==> config.mk <==
export PLATFORM = sky130hd
export DESIGN_NAME = romblk_64x9
export DESIGN_NICKNAME = d
export VERILOG_FILES = /design/src/rtl/romblk_64x9.sv
export SDC_FILE = /design/constraint.sdc
export NUM_CORES = 1
export LEC_CHECK = 0
export CORE_MARGIN = 8
export CORE_UTILIZATION = 48
export DETAILED_ROUTE_END_ITERATION = 8
export GPL_ROUTABILITY_DRIVEN = 0
export PLACE_DENSITY = 0.76
export SYNTH_ARGS = -nofsm -noshare
export SYNTH_HDL_FRONTEND = slang
export SYNTH_SLANG_ARGS = --single-unit
==> constraint.sdc <==
create_clock -name OutClock -period 1.2 [get_ports OutClock]
set_clock_uncertainty 0.05 [all_clocks]
set_input_delay 0.18 -clock OutClock [delete_from_list [all_inputs] [get_ports OutClock]]
set_output_delay 0.18 -clock OutClock [all_outputs]
set_load 0.02 [all_outputs]
==> src/rtl/romblk_64x9.sv <==
// ============================================================================
// Module      : romblk_64x9
// Description : 64 x 9 synchronous ROM with enabled output register.
//               Each word holds (9*a + 5) mod 512.
// Revision    : 1.0 - initial release
// ============================================================================
`default_nettype none

module romblk_64x9 #(
    parameter int ADDR_WIDTH = 6,
    parameter int DATA_WIDTH = 9
) (
    input  logic                  OutClock,
    input  logic                  Reset,
    input  logic                  OutClockEn,
    input  logic [ADDR_WIDTH-1:0] Address,
    output logic [DATA_WIDTH-1:0] Q
);

    localparam logic [DATA_WIDTH-1:0] C_Q_RESET = '0;

    logic [DATA_WIDTH-1:0] rom_word;
    logic [DATA_WIDTH-1:0] q_d;
    logic [DATA_WIDTH-1:0] q_q;

    // Table entries step by 9 and wrap past 0x1FF between addresses 56 and 57.
    always_comb begin
        rom_word = C_Q_RESET;
        case (Address)
            6'd0:  rom_word = 9'h005;
            6'd1:  rom_word = 9'h00E;
            6'd2:  rom_word = 9'h017;
            6'd3:  rom_word = 9'h020;
            6'd4:  rom_word = 9'h029;
            6'd5:  rom_word = 9'h032;
            6'd6:  rom_word = 9'h03B;
            6'd7:  rom_word = 9'h044;
            6'd8:  rom_word = 9'h04D;
            6'd9:  rom_word = 9'h056;
            6'd10: rom_word = 9'h05F;
            6'd11: rom_word = 9'h068;
            6'd12: rom_word = 9'h071;
            6'd13: rom_word = 9'h07A;
            6'd14: rom_word = 9'h083;
            6'd15: rom_word = 9'h08C;
            6'd16: rom_word = 9'h095;
            6'd17: rom_word = 9'h09E;
            6'd18: rom_word = 9'h0A7;
            6'd19: rom_word = 9'h0B0;
            6'd20: rom_word = 9'h0B9;
            6'd21: rom_word = 9'h0C2;
            6'd22: rom_word = 9'h0CB;
            6'd23: rom_word = 9'h0D4;
            6'd24: rom_word = 9'h0DD;
            6'd25: rom_word = 9'h0E6;
            6'd26: rom_word = 9'h0EF;
            6'd27: rom_word = 9'h0F8;
            6'd28: rom_word = 9'h101;
            6'd29: rom_word = 9'h10A;
            6'd30: rom_word = 9'h113;
            6'd31: rom_word = 9'h11C;
            6'd32: rom_word = 9'h125;
            6'd33: rom_word = 9'h12E;
            6'd34: rom_word = 9'h137;
            6'd35: rom_word = 9'h140;
            6'd36: rom_word = 9'h149;
            6'd37: rom_word = 9'h152;
            6'd38: rom_word = 9'h15B;
            6'd39: rom_word = 9'h164;
            6'd40: rom_word = 9'h16D;
            6'd41: rom_word = 9'h176;
            6'd42: rom_word = 9'h17F;
            6'd43: rom_word = 9'h188;
            6'd44: rom_word = 9'h191;
            6'd45: rom_word = 9'h19A;
            6'd46: rom_word = 9'h1A3;
            6'd47: rom_word = 9'h1AC;
            6'd48: rom_word = 9'h1B5;
            6'd49: rom_word = 9'h1BE;
            6'd50: rom_word = 9'h1C7;
            6'd51: rom_word = 9'h1D0;
            6'd52: rom_word = 9'h1D9;
            6'd53: rom_word = 9'h1E2;
            6'd54: rom_word = 9'h1EB;
            6'd55: rom_word = 9'h1F4;
            6'd56: rom_word = 9'h1FD;
            6'd57: rom_word = 9'h006;
            6'd58: rom_word = 9'h00F;
            6'd59: rom_word = 9'h018;
            6'd60: rom_word = 9'h021;
            6'd61: rom_word = 9'h02A;
            6'd62: rom_word = 9'h033;
            6'd63: rom_word = 9'h03C;
            default: rom_word = C_Q_RESET;
        endcase
    end

    always_comb begin
        q_d = q_q;
        if (OutClockEn) begin
            q_d = rom_word;
        end
    end

    always_ff @(posedge OutClock or negedge Reset) begin
        if (!Reset) begin
            q_q <= C_Q_RESET;
        end else begin
            q_q <= q_d;
        end
    end

    assign Q = q_q;

endmodule

`default_nettype wire

== Word level (Yosys, flattened, before mapping) ==
Memories as Yosys holds them, arrays and structs flattened. A register that Yosys moved wholly into a read port is not among the register bits.
Cells that the tools add are included.
Word-level totals
  memories: 1
  ROM bits: 576
  logic and storage cells: 2
  register bits: 0
  bits of input ports: 9
Operators by class
  reduce and logical (&&, ||, !) cells: 1
Memory list
  (name not given): words 64, width 9, rd ports 1, clocked after Yosys merged registers in 1, write ports 0, RTL line 29  | case (Address)
Operators by type and width (count)
  $logic_not 1->1: 1

== Logic depth before layout (Yosys ltp) ==
Gate-level depths: netlist of the first run.
  depth after elaboration: 1
  mapped depth: 6
  gate-level depth less buffers: 6

== Worst setup path after synthesis of the first run ==
OpenSTA, ideal clock, no wires.
  path kind: in2reg
  start: in Address[0]
  end: reg q_q[4], in the netlist Q[4]
  stages on the path: 6
  setup time: 0.082 ns
  arrival time: 1.261 ns
  slack: -0.193 ns
  path through: inv_1 > ha_1 > and2_1 > a2111oi_0 > a31oi_1 > a31oi_1
RTL lines
  start: declaration: RTL line 16  | input logic [ADDR_WIDTH-1:0] Address,
  end: declaration: RTL line 24  | logic [DATA_WIDTH-1:0] q_q;

==> results of run 1 <==
==> stage by stage <==
stage | setup TNS [ps] | std cells | total power (uW)
finish | -13.8 | 140 | 1080
floorplan | -171 | 85 | 602
CTS | -191 | 142 | 1070
global route | -45.3 | 140 | 1140
detailed placement | -5140 | 137 | 836
global placement | -4710 | 137 | 819
==> final timing paths <==
check                      endpoint  cells after the start        from  slack [ps]
min in group OutClock          Q[0]                      4  Address[0]         310
hold / removal                 Q[5]                      1       Reset         160
setup / recovery               Q[6]                      6  Address[1]         -10
setup reg to reg               Q[5]                      4        Q[5]          40
max in group asynchronous      Q[3]                      1       Reset         650
hold reg to reg                Q[1]                      1        Q[1]         480
==> cell families after synthesis <==
kind of cell             after synthesis
multiplexers                           7
buffers and inverters                 12
adder cells (fa/ha/maj)                7
AND/OR/NAND/NOR                       21
XOR/XNOR                               2
AO/OA/AOI/OAI                         27
flip-flops                             9
==> what timing repair did <==
| item | in CTS | in global routing |
|---|---|---|
| resized for setup | 38 | 24 |
| pin swaps | 10 | 7 |
| endpoints found under the hold margin | 0 | 0 |
| endpoints found under the setup margin | 17 | 14 |
| gates cloned | 0 | 0 |
| setup buffers | 1 | 0 |
==> layout by cell type, fill, tap and decap left out, types with 2 or more instances in the layout <==
master and n:
dlymetal6s2s_1 2, o21ai_1 3, dfrtp_1 9, a31oi_1 4, clkbuf_4 3, a211oi_1 2
a21oi_1 7, o21ai_0 2, nand2_1 3, inv_12 2, buf_6 4, ha_1 5
clkdlybuf4s15_1 3, or2_1 2, buf_4 21, ha_4 2, nor2_1 8, mux2_2 2
inv_2 2, clkbuf_2 6, buf_12 2
==> worst reg2reg max path, stage by stage (launching register included) <==
cell,delay (ps)
dfrtp_1,400
buf_6,120
or2_1,200
a32oi_1,180
o31ai_1,90
==> cell type report <==
type / instances / share of cell area (%)
Clock buffer: 4 / 2.12
Inverter: 5 / 3.54
Multi-Input combinational cell: 64 / 45.2
Sequential cell: 9 / 18.2
Tap cell: 16 / 1.62
Timing Repair Buffer: 42 / 29.3
==> Yosys cell counts (all sizes together), types with 2 or more instances <==
cell | count | area, um^2
mux2i | 2 | 20.0
buf | 5 | 33.8
clkbuf | 2 | 7.51
nand2 | 3 | 11.3
a211oi | 2 | 15.0
a21oi | 8 | 40.0
o31ai | 2 | 15.0
or2 | 3 | 18.8
o21ai | 6 | 30.0
a31oi | 4 | 25.0
inv | 5 | 18.8
dfrtp | 9 | 225
nor2 | 8 | 30.0
mux2 | 4 | 45.0
ha | 7 | 87.6
==> power groups by stage <==
| stage | Combinational [uW] | Clock, uW | Sequential [uW] |
|---|---|---|---|
| floorplan | 183 | 0 | 418 |
| finish | 473 | 245 | 367 |
| global placement | 452 | 0 | 367 |
| detailed placement | 465 | 0 | 371 |
| global route | 503 | 264 | 371 |
| CTS | 464 | 236 | 365 |
==> metal layers <==
metal | GRT usage [%] | share of wire, % | vias up
met1 | 17.2 | 38 | 392
met3 | 5.25 | 7.2 | 10
met4 | 15.5 | 4.6 | 0
li1 | - | - | 384
met2 | 26.6 | 50 | 48
met5 | 0 | 0 | -
==> results.sh, run 1 <==
export IMPL_design_area_um2=1240
export IMPL_synth_xor_area_share_pct=2.33
export IMPL_status="complete, but fails checks"
export IMPL_fin_nets=141
export IMPL_postLayoutCoreUtil_pct=83.1
export IMPL_synthAdderAreaFrac_pct=11.6
export IMPL_final_max_slew_violation_count=0
export IMPL_pwr_share_clk_pct=22.6
export IMPL_synth_cell_types=36
export IMPL_slowest_stage="mux4_2"
export IMPL_antenna_found_initial=0
export IMPL_grt_usage_pct=16.8
export IMPL_drt_first_iter_violations=22
export IMPL_synthesis_instances=85
export IMPL_cts_buffers=3
export IMPL_start_util_pct=50.6
export IMPL_dp_slack_ps=-795
export IMPL_ant_nets=0
export IMPL_vias_per_cell=5.96
export IMPL_pin_count=18
export IMPL_synth_simple_area_share_pct=14.5
export IMPL_seqPwrFrac_pct=33.8
export IMPL_slew_headroom_pct=72.3
export IMPL_timing_final_ws_setup_ps=-13.8
export IMPL_fp_dieW_um=55.6
export IMPL_crit_type="input port to register"
export IMPL_fillers=84
export IMPL_firstDrtPassIters=4
export IMPL_switching_power_uw=382
export IMPL_hold_buffers=0
export IMPL_async_flop_share_pct=100
export IMPL_rsz0062_at_grt="true"
export IMPL_post_drt_wl_per_cell_um=18.0
export IMPL_crit_chain="buf_12, ha_4, or2_1, mux4_2, nand2_1, a31oi_1"
export IMPL_cts_root_buf="clkbuf_4"
export IMPL_max_cap_violations=0
export IMPL_powerDensity_nw_per_um2=877
export IMPL_grt_remaining_overflow=0
export IMPL_clk_pin_slew_worst_paths_ps=60
export IMPL_avgSynthCellArea_um2=8.86
export IMPL_cp_top_family="multiplexers"
export IMPL_drive_gt1_share_pct=46.8
export IMPL_drc_errors=0
export IMPL_fmaxAchievable_mhz=824
export IMPL_p_sw_share_pct=35.2
export IMPL_crit_required_ps=1300
export IMPL_crit_path_max_incr_delay_ps=480
export IMPL_crit_path_max_fanout=4
export IMPL_p_int_uw=703
export IMPL_synthMuxAreaShare_pct=11.6
export IMPL_synth_edff_count=0
export IMPL_seq_area_um2=225
export IMPL_cp_end_kind="register"
export IMPL_grt_max_degree=11
export IMPL_fin_crit_sh_pct=101
export IMPL_startpoint_type="input port"
export IMPL_portBuffers=17
export IMPL_vias=834
export IMPL_htreeDepth=1
export IMPL_syn_num_nets=101
export IMPL_largest_register_ffs=9
export IMPL_fin_crit_ps=1210
export IMPL_hold_class="input port to asynchronous set/reset pin"
export IMPL_dp_hpwl_um=1670
export IMPL_worstMarginPinSlew_ps=413
export IMPL_finalSetupViolCount=1
export IMPL_comb_power_share_pct=43.6
export IMPL_cts_tree="done"
export IMPL_wl_um=2530
export IMPL_place_area_um2=1180
export IMPL_synthesis_area_um2=753
export IMPL_irDropWorstVdd_mv=0.461
export IMPL_violations="negative setup slack"
export IMPL_cellLeakagePower_uw=0.000570
export IMPL_hold_slack_ps=158
export IMPL_multi_input_area_um2=559
export IMPL_arrival_ps=1320
export IMPL_row_count=14
export IMPL_dominantRegCellSynth="dfrtp_1"
export IMPL_synth_compound_area_share_pct=22.1
export IMPL_dieHeight_um=55.6
export IMPL_insertion_delay_ps=270
export IMPL_cts_buffer_depth=2
export IMPL_die_area_um2=3090
export IMPL_grt_pass1_vias=904
export IMPL_synth_top_family_by_area="compound AO/OA/AOI/OAI gates"
export IMPL_hold_violations=0
export IMPL_cts_sinks=9
export IMPL_area_growth_pct=64.3
export IMPL_ys_ff_latch=9
export IMPL_synth_warnings=0
export IMPL_synth_yosys_seq_area_share_pct=29.9
export IMPL_critPathBufInv=1
export IMPL_grt_pass1_wl_um=4220
export IMPL_diodes=0
export IMPL_core_um2=1490
No activity file was read; power rests on OpenSTA's default activity.
==> inputs of run 2 (changes only) <==
Settings changed: ABC_AREA set to 1, CORE_UTILIZATION 48 to 47, PLACE_DENSITY 0.76 to 0.75.
==> run 2 against run 1 <==
The run now ends clean; count of clock-buffer cells in the layout is the same; via count grew 2.0%; final area shrank 15%; sequential share of layout area grew 3.1 points; combinational power shrank 27%; critical path depth shrank 5; sequential power shrank 3%; synthesized area shrank 2.0%; core utilization shrank 12 points; worst hold slack lost 1.8 ps; highest routed layer unchanged.
==> results.sh, run 2 <==
export IMPL_core_um2=1490
export IMPL_dp_cells=160
export IMPL_r2r_slack_ps=520
export IMPL_layout_common_cells="nand2_1, nand3_1, buf_4"
export IMPL_crit_path_max_fanout=2
export IMPL_crit_chain="dlygate4sd2_1"
export IMPL_cp_top_family="flip-flops"
export IMPL_firstDrtPassIters=4
export IMPL_max_cap_violations=0
export IMPL_met2_usage_pct=19.9
export IMPL_design_area_um2=1060
export IMPL_largest_register_ffs=9
export IMPL_dominantRegCellSynth="dfrtp_1"
export IMPL_startpoint_type="register"
export IMPL_dieHeight_um=55.6
export IMPL_synthesis_instances=112
export IMPL_avgSynthCellArea_um2=6.59
export IMPL_fin_crit_sh_pct=97.7
export IMPL_vias=851
export IMPL_crit_path_max_incr_delay_ps=370
export IMPL_rsz0062_at_grt="false"
export IMPL_synthTopCellsByCount="nand2_1, nand3_1, dfrtp_1"
export IMPL_cp_end_kind="primary output"
export IMPL_hold_buffers=0
export IMPL_async_flop_share_pct=100
export IMPL_postLayoutCoreUtil_pct=70.9
export IMPL_syn_num_nets=128
export IMPL_dp_hpwl_um=1460
export IMPL_cts_setup_buffers=0
export IMPL_met1_usage_pct=13.5
export IMPL_drive_gt1_share_pct=19.6
export IMPL_fillers=142
export IMPL_irDropWorstVdd_mv=0.423
export IMPL_fp_dieW_um=55.6
export IMPL_start_util_pct=49.6
export IMPL_finalNonFillerCells=164
export IMPL_htreeDepth=1
export IMPL_wl_um=1750
export IMPL_cts_root_buf="clkbuf_4"
export IMPL_ant_nets=0
export IMPL_synth_edff_count=0
export IMPL_synth_yosys_seq_area_share_pct=30.5
export IMPL_arrival_ps=940
export IMPL_cts_sinks=9
export IMPL_post_synth_top_count_cell="nand2_1"
export IMPL_crit_required_ps=970
export IMPL_cts_tree="done"
export IMPL_diodes=0
export IMPL_final_common_cell="nand2_1"
export IMPL_finalSetupViolCount=0
export IMPL_grt_max_degree=10
export IMPL_synth_top_area_share_pct=30.5
export IMPL_cts_buffer_depth=2
export IMPL_post_drt_wl_per_cell_um=10.7
export IMPL_synthesis_area_um2=738
export IMPL_die_area_um2=3090
export IMPL_clk_pin_slew_worst_paths_ps=60
export IMPL_vias_per_cell=5.19
export IMPL_slew_headroom_pct=74.7
export IMPL_ys_ff_latch=9
export IMPL_synth_cell_types=16
export IMPL_critPathBufInv=1
export IMPL_status="finished clean"
export IMPL_worstMarginPinSlew_ps=378
export IMPL_portBuffers=17
export IMPL_hold_violations=0
export IMPL_drc_errors=0
export IMPL_hold_class="input port to asynchronous set/reset pin"
export IMPL_fin_tns_setup_ps=0
export IMPL_grt_usage_pct=11.7
export IMPL_met3_usage_pct=3.20
export IMPL_pin_count=18
export IMPL_grt_remaining_overflow=0
export IMPL_powerDensity_nw_per_um2=877
export IMPL_insertion_delay_ps=250
export IMPL_cts_buffers=3
export IMPL_crit_type="register to primary output"
export IMPL_grt_pass1_vias=780
export IMPL_synth_area_top_cells="dfrtp_1, nand2_1, nand3_1, ha_1, nor2_1"
export IMPL_synth_warnings=0
export IMPL_cellLeakagePower_uw=0.000571
export IMPL_grt_pass1_wl_um=3180
export IMPL_slowest_stage="dfrtp_1"
export IMPL_dp_slack_ps=-550
export IMPL_area_growth_pct=43.1
export IMPL_final_max_slew_violation_count=0
export IMPL_row_count=14
export IMPL_fin_crit_ps=1170
export IMPL_fmaxAchievable_mhz=853
export IMPL_place_area_um2=1030
export IMPL_synth_top_area_cell="dfrtp_1"
export IMPL_antenna_found_initial=0
export IMPL_grt_busiest_layer="met2"
export IMPL_timing_final_ws_setup_ps=28.2
export IMPL_fin_nets=165
export IMPL_drt_first_iter_violations=26
## run 2: where the power goes
group,internal (uW),switching [uW],leakage (uW)
clock network,128,96.8,0.0000150
logic,152,192,0.000448
registers,340,17.5,0.000108
total,619,307,0.000571
## run 2: timing repair
action                     4_1_cts  5_1_grt
pin swaps                        1        1
resized for setup               16       14
setup endpoints to repair       15       13
## run 2: per-stage QoR
stage / hold slack [ps] / power, uW
finish: 156 / 926
global route: 185 / 994
CTS: 171 / 932
detailed placement: 407 / 731
global placement: 407 / 724
floorplan: -166 / 549
## run 2: worst paths after layout
kind,start,end,cells after the start
worst max-delay path,Q[1],Q[1],1
worst min-delay path,Reset,Q[2],1
worst max register to register,Q[3],Q[3],2
worst min register to register,Q[1],Q[1],2
max in group asynchronous,Reset,Q[4],1
min in group OutClock,Address[0],Q[0],3
## run 2: area by class of cell
cell class | instances | area [um^2] | share of cell area (%)
clock buffer | 4 | 26.3 | 2.49
timing repair buffer | 35 | 293 | 27.7
sequential | 9 | 225 | 21.3
inverter | 10 | 37.5 | 3.55
multi-input combinational | 90 | 454 | 43.0
tap | 16 | 20.0 | 1.90
## run 2: cell families (layout without fill, tap and decap cells)
family | Yosys count | after routing | share of synthesized area (%)
DFF | 9 | 9 | 30.5
and+or+nand+nor | 71 | 71 | 39.8
adders and majority gates | 7 | 7 | 11.9
AOI/OAI and AO/OA | 12 | 12 | 8.64
buffers and inverters | 13 | 49 | 9.15
## run 2: worst register-to-register path: stages, from the launching register on
cell	delay (ps)
dfrtp_1	380
nand2_1	60
o21ai_0	70
## run 2: per-layer routing
metal	share of wire (%)	vias to the layer above
met2	46	35
met4	1.3	0
met5	0	-
li1	-	436
met1	45	377
met3	6.8	3
